$ cat config.mk
export PLATFORM = sky130hd
export DESIGN_NAME = peridot_romdata_arbiter
export DESIGN_NICKNAME = d
export VERILOG_FILES = /design/src/rtl/peridot_romarb_pkg.sv /design/src/rtl/peridot_romarb_rr2.sv /design/src/rtl/peridot_romdata_arbiter.sv
export SDC_FILE = /design/constraint.sdc
export NUM_CORES = 1
export LEC_CHECK = 0
export BUFFER_PORTS_ARGS = -buffer_cell sky130_fd_sc_hd__buf_2
export CORE_AREA = 2 2 74 76
export CTS_CLUSTER_DIAMETER = 120
export DETAILED_ROUTE_END_ITERATION = 12
export DIE_AREA = 0 0 76 78
export SYNTH_ARGS = -nofsm -noshare
export SYNTH_HDL_FRONTEND = slang
export SYNTH_SLANG_ARGS = --single-unit
$ cat constraint.sdc
create_clock -name clk -period 1.8 [get_ports clk]
set_input_delay 0 -clock clk [delete_from_list [all_inputs] [get_ports clk]]
set_output_delay 0 -clock clk [all_outputs]
set_load 0.02 [all_outputs]
$ cat src/rtl/peridot_romarb_pkg.sv
// Shared definitions for the serial-rom byte-port arbiter: FSM states,
// requester indices, rom address width and a checksum helper.
package peridot_romarb_pkg;

    localparam int ROM_ADDR_W = 5;

    localparam logic REQ_HOST = 1'b0;
    localparam logic REQ_AVS  = 1'b1;

    typedef enum logic [1:0] {
        ST_IDLE = 2'd0,
        ST_ADDR = 2'd1,
        ST_CAPT = 2'd2,
        ST_HOLD = 2'd3
    } arb_state_e;

    // Two's complement of an 8-bit running sum, so that the whole stream sums to zero
    function automatic logic [7:0] twos_neg8(input logic [7:0] value);
        return 8'h00 - value;
    endfunction

endpackage

$ cat src/rtl/peridot_romarb_rr2.sv
// Two-way round-robin grant: on a tie the requester granted last time loses.
module peridot_romarb_rr2
    import peridot_romarb_pkg::*;
(
    input  logic [1:0] req,
    input  logic       last,
    output logic [1:0] gnt
);

    // One-hot grant; a single requester always wins, a tie goes to the one not granted last
    always_comb begin
        gnt = 2'b00;
        if (req == 2'b11) begin
            if (last == REQ_HOST) begin
                gnt = 2'b10;
            end else begin
                gnt = 2'b01;
            end
        end else begin
            gnt = req;
        end
    end

endmodule

$ cat src/rtl/peridot_romdata_arbiter.sv
// Shares the 32-byte serial-rom byte port between the host stream reader
// (Req0) and an Avalon-MM single-byte reader (Req1). No access is granted
// until the rom reports ready; a transfer already in flight always completes.
// A stream byte stays presented while the host sits on it, and the Avalon
// side may be serviced meanwhile (HOLD is left early for a pending Req1).
// Build macro PERIDOT_ROMARB_CHECKSUM_EN appends a two's-complement checksum
// byte to every host stream.
module peridot_romdata_arbiter
    import peridot_romarb_pkg::*;
#(
    parameter int STREAM_LEN     = 26,
    parameter int FIXED_PRIORITY = 0
) (
    input  logic                  clk,
    input  logic                  reset,
    input  logic                  rom_ready,
    output logic [ROM_ADDR_W-1:0] rom_byteaddr,
    input  logic [7:0]            rom_bytedata,
    input  logic                  host_start,
    output logic                  host_busy,
    output logic [7:0]            host_data,
    output logic                  host_valid,
    input  logic                  host_ack,
    output logic                  host_done,
    input  logic [ROM_ADDR_W-1:0] avs_address,
    input  logic                  avs_read,
    output logic                  avs_waitrequest,
    output logic [7:0]            avs_readdata
);

`ifdef PERIDOT_ROMARB_CHECKSUM_EN
    localparam int STREAM_TOTAL = STREAM_LEN + 1;
`else
    localparam int STREAM_TOTAL = STREAM_LEN;
`endif
    localparam logic [5:0] LAST_IDX = 6'(STREAM_TOTAL - 1);

    arb_state_e state_r;
    arb_state_e next_s;
    logic       last_r;
    logic       owner_r;
    logic [5:0] idx_r;
    logic [1:0] req_s;
    logic [1:0] gnt_s;
    logic       last_eff_s;
    logic [7:0] byte_s;

    // Req1 is masked in its completion cycle so a held avs_read is not granted twice
    assign req_s      = {avs_read & avs_waitrequest, host_busy & ~host_valid};
    assign last_eff_s = (FIXED_PRIORITY != 0) ? REQ_AVS : last_r;

    peridot_romarb_rr2 u_rr2 (
        .req  (req_s),
        .last (last_eff_s),
        .gnt  (gnt_s)
    );

    // FSM state register
    always_ff @(posedge clk) begin
        if (reset) begin
            state_r <= ST_IDLE;
        end else begin
            state_r <= next_s;
        end
    end

    // Next-state: grant only while the rom is ready; HOLD yields early to a waiting Avalon read
    always_comb begin
        next_s = state_r;
        case (state_r)
            ST_IDLE: begin
                if (rom_ready && (gnt_s != 2'b00)) begin
                    next_s = ST_ADDR;
                end else begin
                    next_s = ST_IDLE;
                end
            end
            ST_ADDR: next_s = ST_CAPT;
            ST_CAPT: begin
                if (owner_r == REQ_HOST) begin
                    next_s = ST_HOLD;
                end else begin
                    next_s = ST_IDLE;
                end
            end
            ST_HOLD: begin
                if (host_ack || !host_valid || req_s[1]) begin
                    next_s = ST_IDLE;
                end else begin
                    next_s = ST_HOLD;
                end
            end
            default: next_s = ST_IDLE;
        endcase
    end

    // Remember who owns the current transfer and who won the last arbitration
    always_ff @(posedge clk) begin
        if (reset) begin
            owner_r <= REQ_HOST;
            last_r  <= REQ_AVS;
        end else if ((state_r == ST_IDLE) && (next_s == ST_ADDR)) begin
            owner_r <= gnt_s[1] ? REQ_AVS : REQ_HOST;
            last_r  <= gnt_s[1] ? REQ_AVS : REQ_HOST;
        end else begin
            owner_r <= owner_r;
            last_r  <= last_r;
        end
    end

    // Rom byte address, loaded for the granted requester in ADDR
    always_ff @(posedge clk) begin
        if (reset) begin
            rom_byteaddr <= 5'd0;
        end else if (state_r == ST_ADDR) begin
            rom_byteaddr <= (owner_r == REQ_AVS) ? avs_address : idx_r[4:0];
        end else begin
            rom_byteaddr <= rom_byteaddr;
        end
    end

    // Avalon response: data captured in CAPT, waitrequest low for exactly one cycle
    always_ff @(posedge clk) begin
        if (reset) begin
            avs_waitrequest <= 1'b1;
            avs_readdata    <= 8'h00;
        end else if ((state_r == ST_CAPT) && (owner_r == REQ_AVS)) begin
            avs_waitrequest <= 1'b0;
            avs_readdata    <= rom_bytedata;
        end else begin
            avs_waitrequest <= 1'b1;
            avs_readdata    <= avs_readdata;
        end
    end

    // Host stream: start, byte presentation, acknowledge and end-of-stream pulse
    always_ff @(posedge clk) begin
        if (reset) begin
            host_busy  <= 1'b0;
            host_valid <= 1'b0;
            host_data  <= 8'h00;
            host_done  <= 1'b0;
            idx_r      <= 6'd0;
        end else begin
            host_done <= 1'b0;
            if ((state_r == ST_CAPT) && (owner_r == REQ_HOST)) begin
                host_data  <= byte_s;
                host_valid <= 1'b1;
            end else if (host_valid && host_ack) begin
                host_valid <= 1'b0;
                if (idx_r == LAST_IDX) begin
                    host_busy <= 1'b0;
                    host_done <= 1'b1;
                    idx_r     <= 6'd0;
                end else begin
                    idx_r <= idx_r + 6'd1;
                end
            end else if (host_start && !host_busy) begin
                host_busy <= 1'b1;
                idx_r     <= 6'd0;
            end else begin
                host_busy <= host_busy;
            end
        end
    end

`ifdef PERIDOT_ROMARB_CHECKSUM_EN
    logic [7:0] sum_r;

    // Running sum of acknowledged stream bytes, cleared when a new stream starts
    always_ff @(posedge clk) begin
        if (reset) begin
            sum_r <= 8'h00;
        end else if (host_start && !host_busy) begin
            sum_r <= 8'h00;
        end else if (host_valid && host_ack) begin
            sum_r <= sum_r + host_data;
        end else begin
            sum_r <= sum_r;
        end
    end

    // The trailing stream byte is the negated sum instead of rom data
    always_comb begin
        if (idx_r == 6'(STREAM_LEN)) begin
            byte_s = twos_neg8(sum_r);
        end else begin
            byte_s = rom_bytedata;
        end
    end
`else
    assign byte_s = rom_bytedata;
`endif

endmodule

==> run_results.csv, run 1 <==
group,metric,value,unit
clocking,cts_resized,0,
routing,dr.pass1.iters,4,
logic_synthesis,yosysUniqueCellTypes,34,
power,power_density,846,nW/um^2
clocking,cts_tree,"yes",
layout,syn2layout_area_growth,30.9,%
floorplan,ios,44,
timing,fin_setup_tns,0,ns
power,switching_power,0.441,mW
floorplan,die_w,76,um
timing,relSlewSlack,56.3,%
placed_design,pre_cts_ws,0.317,ns
floorplan,row_count,26,
logic_synthesis,synth_area_leaders,"dfxtp_1, mux2i_1, a21oi_1, nand2_1, nor2_1",
global_routing,grt_start_max_net_pins,36,
logic_synthesis,yosysTopAreaCellShare,47.5,%
timing,clock-skew-final,0.00332,ns
setup_path,critical_path.top_delay_family,"simple AND/OR/NAND/NOR gates",
power,clockPowerShare,32.8,%
clocking,root_buffer,"clkbuf_8",
layout,final_nets,239,
logic_synthesis,syn_nets,185,
placed_design,dp.cells,273,
clocking,clock_sinks,35,
setup_path,cp.required,2.00,ns
clocking,cts.reportedPaths.clkPinSlew,0.07,ns
logic_synthesis,synth-seq-cells,35,
global_routing,antenna_found_initial,0,
global_routing,grt.overflow.total,0,
logic_synthesis,yosysTopAreaCell,"dfxtp_1",
timing,post-route-min-period,1.49,ns
power,ir_drop,0.000479,V
timing,final_hold_viol_count,0,
timing,setup_viol,0,
setup_path,cp_slowest_cell,"or3b_4",
clocking,h-tree-depth,2,
setup_path,worstSetupEndpointType,"register",
routing,ant_nets,0,
setup_path,rrSetupSlack,0.31,ns
global_routing,grt_use_total,12.4,%
clocking,cts_setup_buffers,0,
clocking,clockBufferDepth,2,
power,comb_power_share,15.4,%
status,status,"complete, no violations",
floorplan,die_y,78,um
timing,period_share,82.9,%
routing,detail_route.wirelength,3.50,mm
logic_synthesis,synth-warning-count,0,
logic_synthesis,synth_commonest_cells,"dfxtp_1, nand2_1, nor2_1",
global_routing,met3_usage,3.95,%
routing,post_drt_wl_per_cell,12.1,um
routing,drt_iter0_markers,65,
setup_path,cp-start-kind,"register",
worst_hold_path,hold_path.class,"primary input to register",
timing,fmax,670,MHz
placed_design,hpwl,2.44,mm
global_routing,grt_util_met2,19.4,%
global_routing,grt_pass1_wl,5.91,mm
setup_path,critPathBufInv,0,
logic_synthesis,synth_most_common_cell,"dfxtp_1",
layout,finalNonFillerCells,289,
timing,maxSlewViolCount,0,
power,seq_power_share,51.8,%
setup_path,critPathMaxFanout,11,
timing,layout_setup_ws,0.307,ns
setup_path,crit_chain,"or3b_4 -> o21ai_4 -> nor2_2 -> a211oi_2",
logic_synthesis,synth_edf_count,0,
clocking,clkLatencyLatePin,0.27,ns
global_routing,use_met1,16.7,%
logic_synthesis,synth.avg_cell_area,8.99,um^2
run,drv_cap,0,
placed_design,place.gp.congestion,0.781,
setup_path,slowest_delay,0.54,ns
routing,drt-vias-per-instance,4.52,
timing,worstMarginPinSlew,0.655,ns
power,sw_frac_of_total,27.0,%
routing,drc,0,
setup_path,cp.arrival,1.69,ns
floorplan,initial_core_util,29.2,%
power,p_int,1.19,mW
global_routing,grt_pass1_vias,1271,
power,p_leak,0.869,nW
logic_synthesis,synthArstFlopShare,0,%
logic_synthesis,synth-main-ff-cell,"dfxtp_1",
global_routing,busiest_layer,"met2",
layout,final_layout_size_suffix_gt1_share,28.3,%
clocking,cts_hold_buffers,8,
floorplan,core-area,5040,um^2
floorplan,die_area,5930,um^2
logic_synthesis,syn_area,1470,um^2
logic_synthesis,seq_area_frac_synth,47.5,%
clocking,cts_made_buffers,5,
routing,via_count,1306,
placed_design,portBuffers,43,
setup_path,setup.worst_path.class,"register to register",
timing,rsz0062_at_grt,"false",
logic_synthesis,syn_inst,164,
layout,antennaDiodeCount,0,
==> layout by cell type, fill, tap and decap left out, types with 2 or more instances in the layout <==
cell type / n
buf_2: 43
dfxtp_1: 35
nor2_1: 21
nand2_1: 21
a21oi_1: 17
mux2i_1: 13
dlygate4sd3_1: 8
nand3_1: 5
a211oi_1: 5
clkbuf_8: 5
buf_4: 5
nor2b_1: 4
o21ai_0: 4
and3_1: 3
inv_1: 2
nand3b_1: 2
and2_1: 2
nand2b_1: 2
a211oi_2: 2
ha_1: 2
clkbuf_1: 2
==> through the flow <==
| stage | util, % | hold slack, ns | total power [mW] | instance area (um^2) |
|---|---|---|---|---|
| 2_1_floorplan | - | 0.136 | 1.02 | 1470 |
| 3_3_place_gp | 35.1 | 0.253 | 1.10 | 1770 |
| 6_report | 38.3 | 0.0292 | 1.63 | 1930 |
| 3_5_place_dp | 35.1 | 0.259 | 1.10 | 1770 |
| 4_1_cts | 38.3 | 0.0172 | 1.66 | 1930 |
| 5_1_grt | 38.3 | 0.0512 | 1.72 | 1930 |
==> logic make-up after synthesis <==
logic type,after synthesis,synth area share [%]
DFF,35,47.5
muxes,13,8.83
and+or+nand+nor,67,22.0
AOI/OAI and AO/OA,36,16.3
buffers and inverters,11,3.65
adders and majority gates,2,1.70
==> worst min-delay path: stages <==
cell and delay (ns):
buf_2 0.11, nand4_1 0.09, a21oi_1 0.06
==> state kept, by name (all words and copies together), names as in the netlist <==
signal,cells
host_valid,1
idx_r,6
host_busy,1
last_eff_s,1
host_data,8
rom_byteaddr,5
owner_r,1
avs_readdata,8
host_done,1
state_r,2
avs_waitrequest,1
==> final cells by class <==
class / count / area [um^2]
tap: 70 / 87.6
fill: 530 / 3110
timing repair buffer: 56 / 333
clock buffer: 7 / 76.3
inverter: 2 / 7.51
sequential: 35 / 701
clock inverter: 1 / 5.00
multi-input combinational: 118 / 719
==> power by group through the flow <==
stage,Clock [mW],Sequential (mW),Combinational (mW)
after detailed placement,0,0.863,0.240
after floorplan,0,0.886,0.137
after CTS,0.558,0.845,0.253
after global routing,0.588,0.852,0.281
after global placement,0,0.862,0.237
final,0.536,0.845,0.251
==> path summary, 6_finish.rpt <==
kind | startpoint | to | depth (start not counted)
worst max-delay path | owner_r | idx_r[2] | 4
worst min-delay path | rom_ready | owner_r | 3
worst min register to register | host_data[5] | host_data[5] | 2
worst max register to register | owner_r | idx_r[2] | 4
==> per-layer routing <==
metal	up-vias	part of all wire [%]
met5	-	0
met4	0	0.29
met3	2	6.7
met2	40	45
met1	589	48
li1	675	-
(Power assumes the default switching activity.)
==> run 2: changes to the inputs <==
- clock period: 1.8 -> 1.41 ns (I/O delays scaled with it)
==> run_results.csv, run 2 (synthesis gave the netlist of run 1 again) <==
group,metric,value,unit
floorplan,die_area,5930,um^2
power,ir_drop,0.000416,V
layout,final_common_cell,"buf_2",
layout,ff_latch_area,704,um^2
layout,final_layout_size_suffix_gt1_share,32.0,%
setup_path,cp.required,1.63,ns
clocking,cts_tree,"yes",
clocking,cts_made_buffers,5,
setup_path,worstSetupEndpointType,"register",
setup_path,cp-start-kind,"register",
global_routing,grt_pass1_wl,5.91,mm
timing,post-route-min-period,1.32,ns
global_routing,grt.overflow.total,0,
routing,drc,0,
floorplan,row_count,26,
layout,final_cell_mix,"buf_2, dfxtp_1, nor2_1",
placed_design,dp.cells,276,
placed_design,portBuffers,43,
timing,fin_setup_tns,0,ns
setup_path,cp.arrival,1.54,ns
global_routing,antenna_found_initial,0,
global_routing,grt_use_total,12.3,%
timing,relSlewSlack,56.4,%
timing,maxSlewViolCount,0,
worst_hold_path,hold_end,"owner_r",
routing,dr.pass1.iters,4,
timing,rsz0062_at_grt,"false",
clocking,h-tree-depth,2,
clocking,clkLatencyLatePin,0.29,ns
layout,top_regs,"avs_readdata x8, host_data x8, idx_r x6",
routing,drt_iter0_markers,62,
routing,post_drt_wl_per_cell,11.7,um
floorplan,die_w,76,um
power,p_leak,0.892,nW
timing,period_share,93.3,%
timing,clock-skew-final,0.00775,ns
layout,finalNonFillerCells,292,
routing,via_count,1320,
placed_design,place.gp.congestion,0.813,
layout,antennaDiodeCount,0,
status,status,"complete, no violations",
routing,drt-vias-per-instance,4.52,
timing,setup_viol,0,
power,power_density,1060,nW/um^2
clocking,cts.reportedPaths.clkPinSlew,0.07,ns
clocking,clock_sinks,35,
floorplan,die_y,78,um
floorplan,core-area,5040,um^2
timing,fmax,760,MHz
setup_path,r2r_end,"idx_r[0]",
setup_path,timing.rr.start,"idx_r[0]",
run,drv_cap,0,
setup_path,rrSetupSlack,0.09,ns
clocking,root_buffer,"clkbuf_8",
clocking,cts_setup_buffers,0,
setup_path,setup.worst_path.class,"register to register",
timing,worstMarginPinSlew,0.654,ns
worst_hold_path,hold_path.class,"primary input to register",
layout,syn2layout_area_growth,34.7,%
routing,ant_nets,0,
clocking,clockBufferDepth,2,
layout,multi_input_area,737,um^2
setup_path,worstRegToRegCells,5,
placed_design,hpwl,2.33,mm
floorplan,ios,44,
setup_path,critPathMaxFanout,7,
routing,detail_route.wirelength,3.41,mm
global_routing,grt_start_max_net_pins,36,
worst_hold_path,min_from,"rom_ready",
layout,final_nets,242,
layout,fill_cells,504,
global_routing,grt_pass1_vias,1328,
timing,final_hold_viol_count,0,
floorplan,initial_core_util,29.2,%
worst_hold_path,hold_depth,3,
setup_path,cp-startpoint,"idx_r[0]",
run 2: cell count changes in the layout (fill, tap and decap cells not counted), sizes merged:
cell and delta:
buf +3
run 2: per-stage QoR:
step                hold WS [ns]  worst slack, ns  util (%)  instance area, um^2  total power [mW]
floorplan                  0.136            0.137         -                 1470              1.31
global placement           0.251           0.0848      35.8                 1800              1.42
detailed placement         0.253           0.0455      35.8                 1800              1.42
CTS                      0.00769           0.0394      39.0                 1960              2.14
global route              0.0166          0.00922      39.4                 1990              2.23
finish                    0.0165           0.0947      39.4                 1990              2.11
run 2: worst max-delay path, stage by stage, from the launching register on:
cell,delay (ns)
dfxtp_2,0.36
ha_1,0.19
nor2b_2,0.16
a2111oi_2,0.37
a21oi_1,0.08
nor2_1,0.08
run 2: worst max path at each step:
stage | end | slack (ns) | depth (start not counted)
6_report | idx_r[0] | 0.09 | 5
5_1_grt | idx_r[0] | 0.009 | 5
4_1_cts | idx_r[2] | 0.04 | 5
3_5_place_dp | idx_r[2] | 0.05 | 5
3_3_place_gp | idx_r[2] | 0.08 | 5
2_1_floorplan | idx_r[0] | 0.14 | 6
run 2: report_power, final:
group | switching, mW | internal, mW
logic | 0.194 | 0.150
registers | 0.0367 | 1.04
clock network | 0.347 | 0.346
run 2: per-layer routing:
| layer | wire (um) | part of all wire, % | vias up | global-route usage (%) |
|---|---|---|---|---|
| li1 | - | - | 682 | - |
| met1 | 1550 | 46 | 595 | 14.6 |
| met2 | 1540 | 45 | 40 | 19.6 |
| met3 | 289 | 8.5 | 3 | 5.47 |
| met4 | 28 | 0.82 | 0 | 4.55 |
| met5 | 0 | 0 | - | 0 |
run 2: timing repair:
action | CTS | global route
setup endpoints to repair | 0 | 8
gates resized for setup | 0 | 8
hold buffers | 8 | 0
endpoints found under the hold margin | 16 | 0
run 2: layout make-up:
class / instances / area share (%)
clock buffers: 7 / 3.84
clock inverters: 1 / 0.252
inverters: 2 / 0.378
multi-input cells: 118 / 37.1
repair buffers: 59 / 18.5
well taps: 70 / 4.41
flip-flops and latches: 35 / 35.5
==> run 3: changes to the inputs <==
- MAX_ROUTING_LAYER: unset -> met4
- SYNTH_HIERARCHICAL: unset -> 1
==> run_results.csv, run 3 <==
group,metric,value,unit
logic_synthesis,synth-seq-cells,35,
power,ir_drop,0.000493,V
timing,period_share,93.1,%
layout,ff_latch_area,706,um^2
placed_design,hpwl,2.47,mm
power,clockPowerShare,33.0,%
layout,top_regs,"avs_readdata x8, host_data x8, idx_r x6",
power,sw_frac_of_total,27.1,%
routing,via_count,1333,
global_routing,grt.overflow.total,0,
layout,antennaDiodeCount,0,
setup_path,critPathMaxFanout,6,
setup_path,setup.worst_path.class,"register to register",
floorplan,initial_core_util,29.3,%
timing,worstMarginPinSlew,0.333,ns
power,p_int,1.60,mW
routing,drt_iter0_markers,77,
power,p_leak,0.912,nW
floorplan,die_w,76,um
timing,final_hold_viol_count,0,
logic_synthesis,yosysTopAreaCell,"dfxtp_1",
timing,clock-skew-final,0.00670,ns
timing,relSlewSlack,77.8,%
timing,fmax,761,MHz
logic_synthesis,synth-warning-count,6,
global_routing,grt_pass1_vias,1211,
floorplan,row_count,26,
clocking,cts_tree,"yes",
floorplan,ios,44,
layout,final_layout_size_suffix_gt1_share,31.4,%
layout,fill_cells,526,
clocking,h-tree-depth,2,
logic_synthesis,yosysTopAreaCellShare,47.4,%
placed_design,portBuffers,43,
floorplan,die_y,78,um
layout,final_nets,244,
logic_synthesis,synth_most_common_cell,"dfxtp_1",
setup_path,cp.required,1.63,ns
layout,fin_util,40.1,%
routing,post_drt_wl_per_cell,12.0,um
timing,rsz0062_at_grt,"false",
layout,final_common_cell,"buf_2",
timing,setup_viol,0,
placed_design,place.gp.congestion,0.837,
worst_hold_path,hold_path.class,"primary input to register",
clocking,cts.reportedPaths.clkPinSlew,0.07,ns
floorplan,die_area,5930,um^2
logic_synthesis,seq_area_frac_synth,47.4,%
timing,maxSlewViolCount,0,
setup_path,cp-start-kind,"register",
power,switching_power,0.594,mW
logic_synthesis,syn_inst,165,
timing,fin_setup_tns,0,ns
logic_synthesis,syn_area,1480,um^2
power,power_density,1080,nW/um^2
setup_path,cp.arrival,1.53,ns
power,seq_power_share,49.3,%
clocking,clkLatencyLatePin,0.29,ns
layout,final_cell_mix,"buf_2, dfxtp_1, nor2_1",
run,drv_cap,0,
clocking,clock_sinks,35,
logic_synthesis,syn_nets,186,
clocking,cts_setup_buffers,0,
routing,drc,0,
global_routing,grt_pass1_wl,5.75,mm
floorplan,core-area,5040,um^2
logic_synthesis,synth.avg_cell_area,8.96,um^2
routing,drt-vias-per-instance,4.55,
clocking,cts_made_buffers,5,
power,comb_power_share,17.8,%
clocking,root_buffer,"clkbuf_8",
clocking,clockBufferDepth,2,
logic_synthesis,synth_commonest_cells,"dfxtp_1, nor2_1, nand2_1",
setup_path,worstSetupEndpointType,"register",
layout,multi_input_area,741,um^2
logic_synthesis,synthArstFlopShare,0,%
global_routing,antenna_found_initial,0,
routing,dr.pass1.iters,4,
routing,detail_route.wirelength,3.52,mm
global_routing,grt_start_max_net_pins,24,
layout,syn2layout_area_growth,36.7,%
logic_synthesis,yosysUniqueCellTypes,36,
timing,post-route-min-period,1.31,ns
routing,ant_nets,0,
logic_synthesis,synth_edf_count,0,
logic_synthesis,synth_area_leaders,"dfxtp_1, mux2i_1, nor2_1, a21oi_1, nand2_1",
logic_synthesis,synth-main-ff-cell,"dfxtp_1",
global_routing,grt_use_total,12.5,%
status,status,"complete, no violations",
==> run 3: layer usage <==
layer / up-vias / wire (um) / global-route usage [%] / share of wire, %
li1: 693 / - / - / -
met1: 608 / 1720 / 15.6 / 49
met2: 25 / 1570 / 18.6 / 45
met3: 7 / 144 / 3.49 / 4.1
met4: 0 / 87 / 6.55 / 2.5
met5: - / 0 / - / 0
==> run 3: power groups by stage <==
stage	registers [mW]	clock network, mW	logic, mW
global route	1.09	0.793	0.426
global placement	1.10	0	0.366
CTS	1.08	0.755	0.387
detailed placement	1.10	0	0.367
finish	1.08	0.721	0.389
floorplan	1.14	0	0.189
==> run 3: worst max-delay path, cell delays in order (launching register included) <==
cell,delay [ns]
dfxtp_4,0.37
inv_1,0.05
ha_1,0.16
nor2b_2,0.16
a2111oi_2,0.36
a21oi_1,0.07
nor2_1,0.08
==> run 3: cells by family (layout without fill, tap and decap cells) <==
| logic type | after synthesis | in the layout | synth area share (%) |
|---|---|---|---|
| fa+ha+maj | 2 | 2 | 1.69 |
| simple gates | 65 | 65 | 20.9 |
| mux | 13 | 13 | 8.81 |
| flops | 35 | 35 | 47.4 |
| compound gates | 38 | 38 | 17.4 |
| buf+inv | 12 | 70 | 3.81 |
==> run 3: worst paths after layout <==
| kind | start | end | slack (ns) | cells past startpoint |
|---|---|---|---|---|
| setup / recovery | idx_r[1] | idx_r[0] | 0.1 | 6 |
| hold reg to reg | host_data[1] | host_data[1] | 0.46 | 2 |
| hold / removal | avs_address[1] | rom_byteaddr[1] | 0.05 | 3 |
| setup reg to reg | idx_r[1] | idx_r[0] | 0.1 | 6 |
==> run 3: area by class of cell <==
type | count | area share [%]
Multi-Input combinational cell | 118 | 36.7
Sequential cell | 35 | 34.9
Timing Repair Buffer | 60 | 19.2
Tap cell | 70 | 4.33
Clock buffer | 6 | 4.09
Inverter | 3 | 0.557
Clock inverter | 1 | 0.248
==> run 3: through the flow <==
step	hold slack, ns	area [um^2]	instances	setup WS [ns]	power, mW
3_5_place_dp	0.260	1830	278	-0.000456	1.47
3_3_place_gp	0.249	1830	278	0.0592	1.46
6_report	0.0531	2020	293	0.0968	2.19
2_1_floorplan	0.136	1480	165	0.0456	1.33
5_1_grt	0.0577	2020	293	0.00103	2.31
4_1_cts	0.0486	2000	293	0.00919	2.22
==> run 3: repair_timing <==
item | CTS | global route
resized for setup | 1 | 9
gates cloned | 0 | 0
hold buffers | 8 | 0
hold endpoints to repair | 16 | 0
setup endpoints to repair | 1 | 6
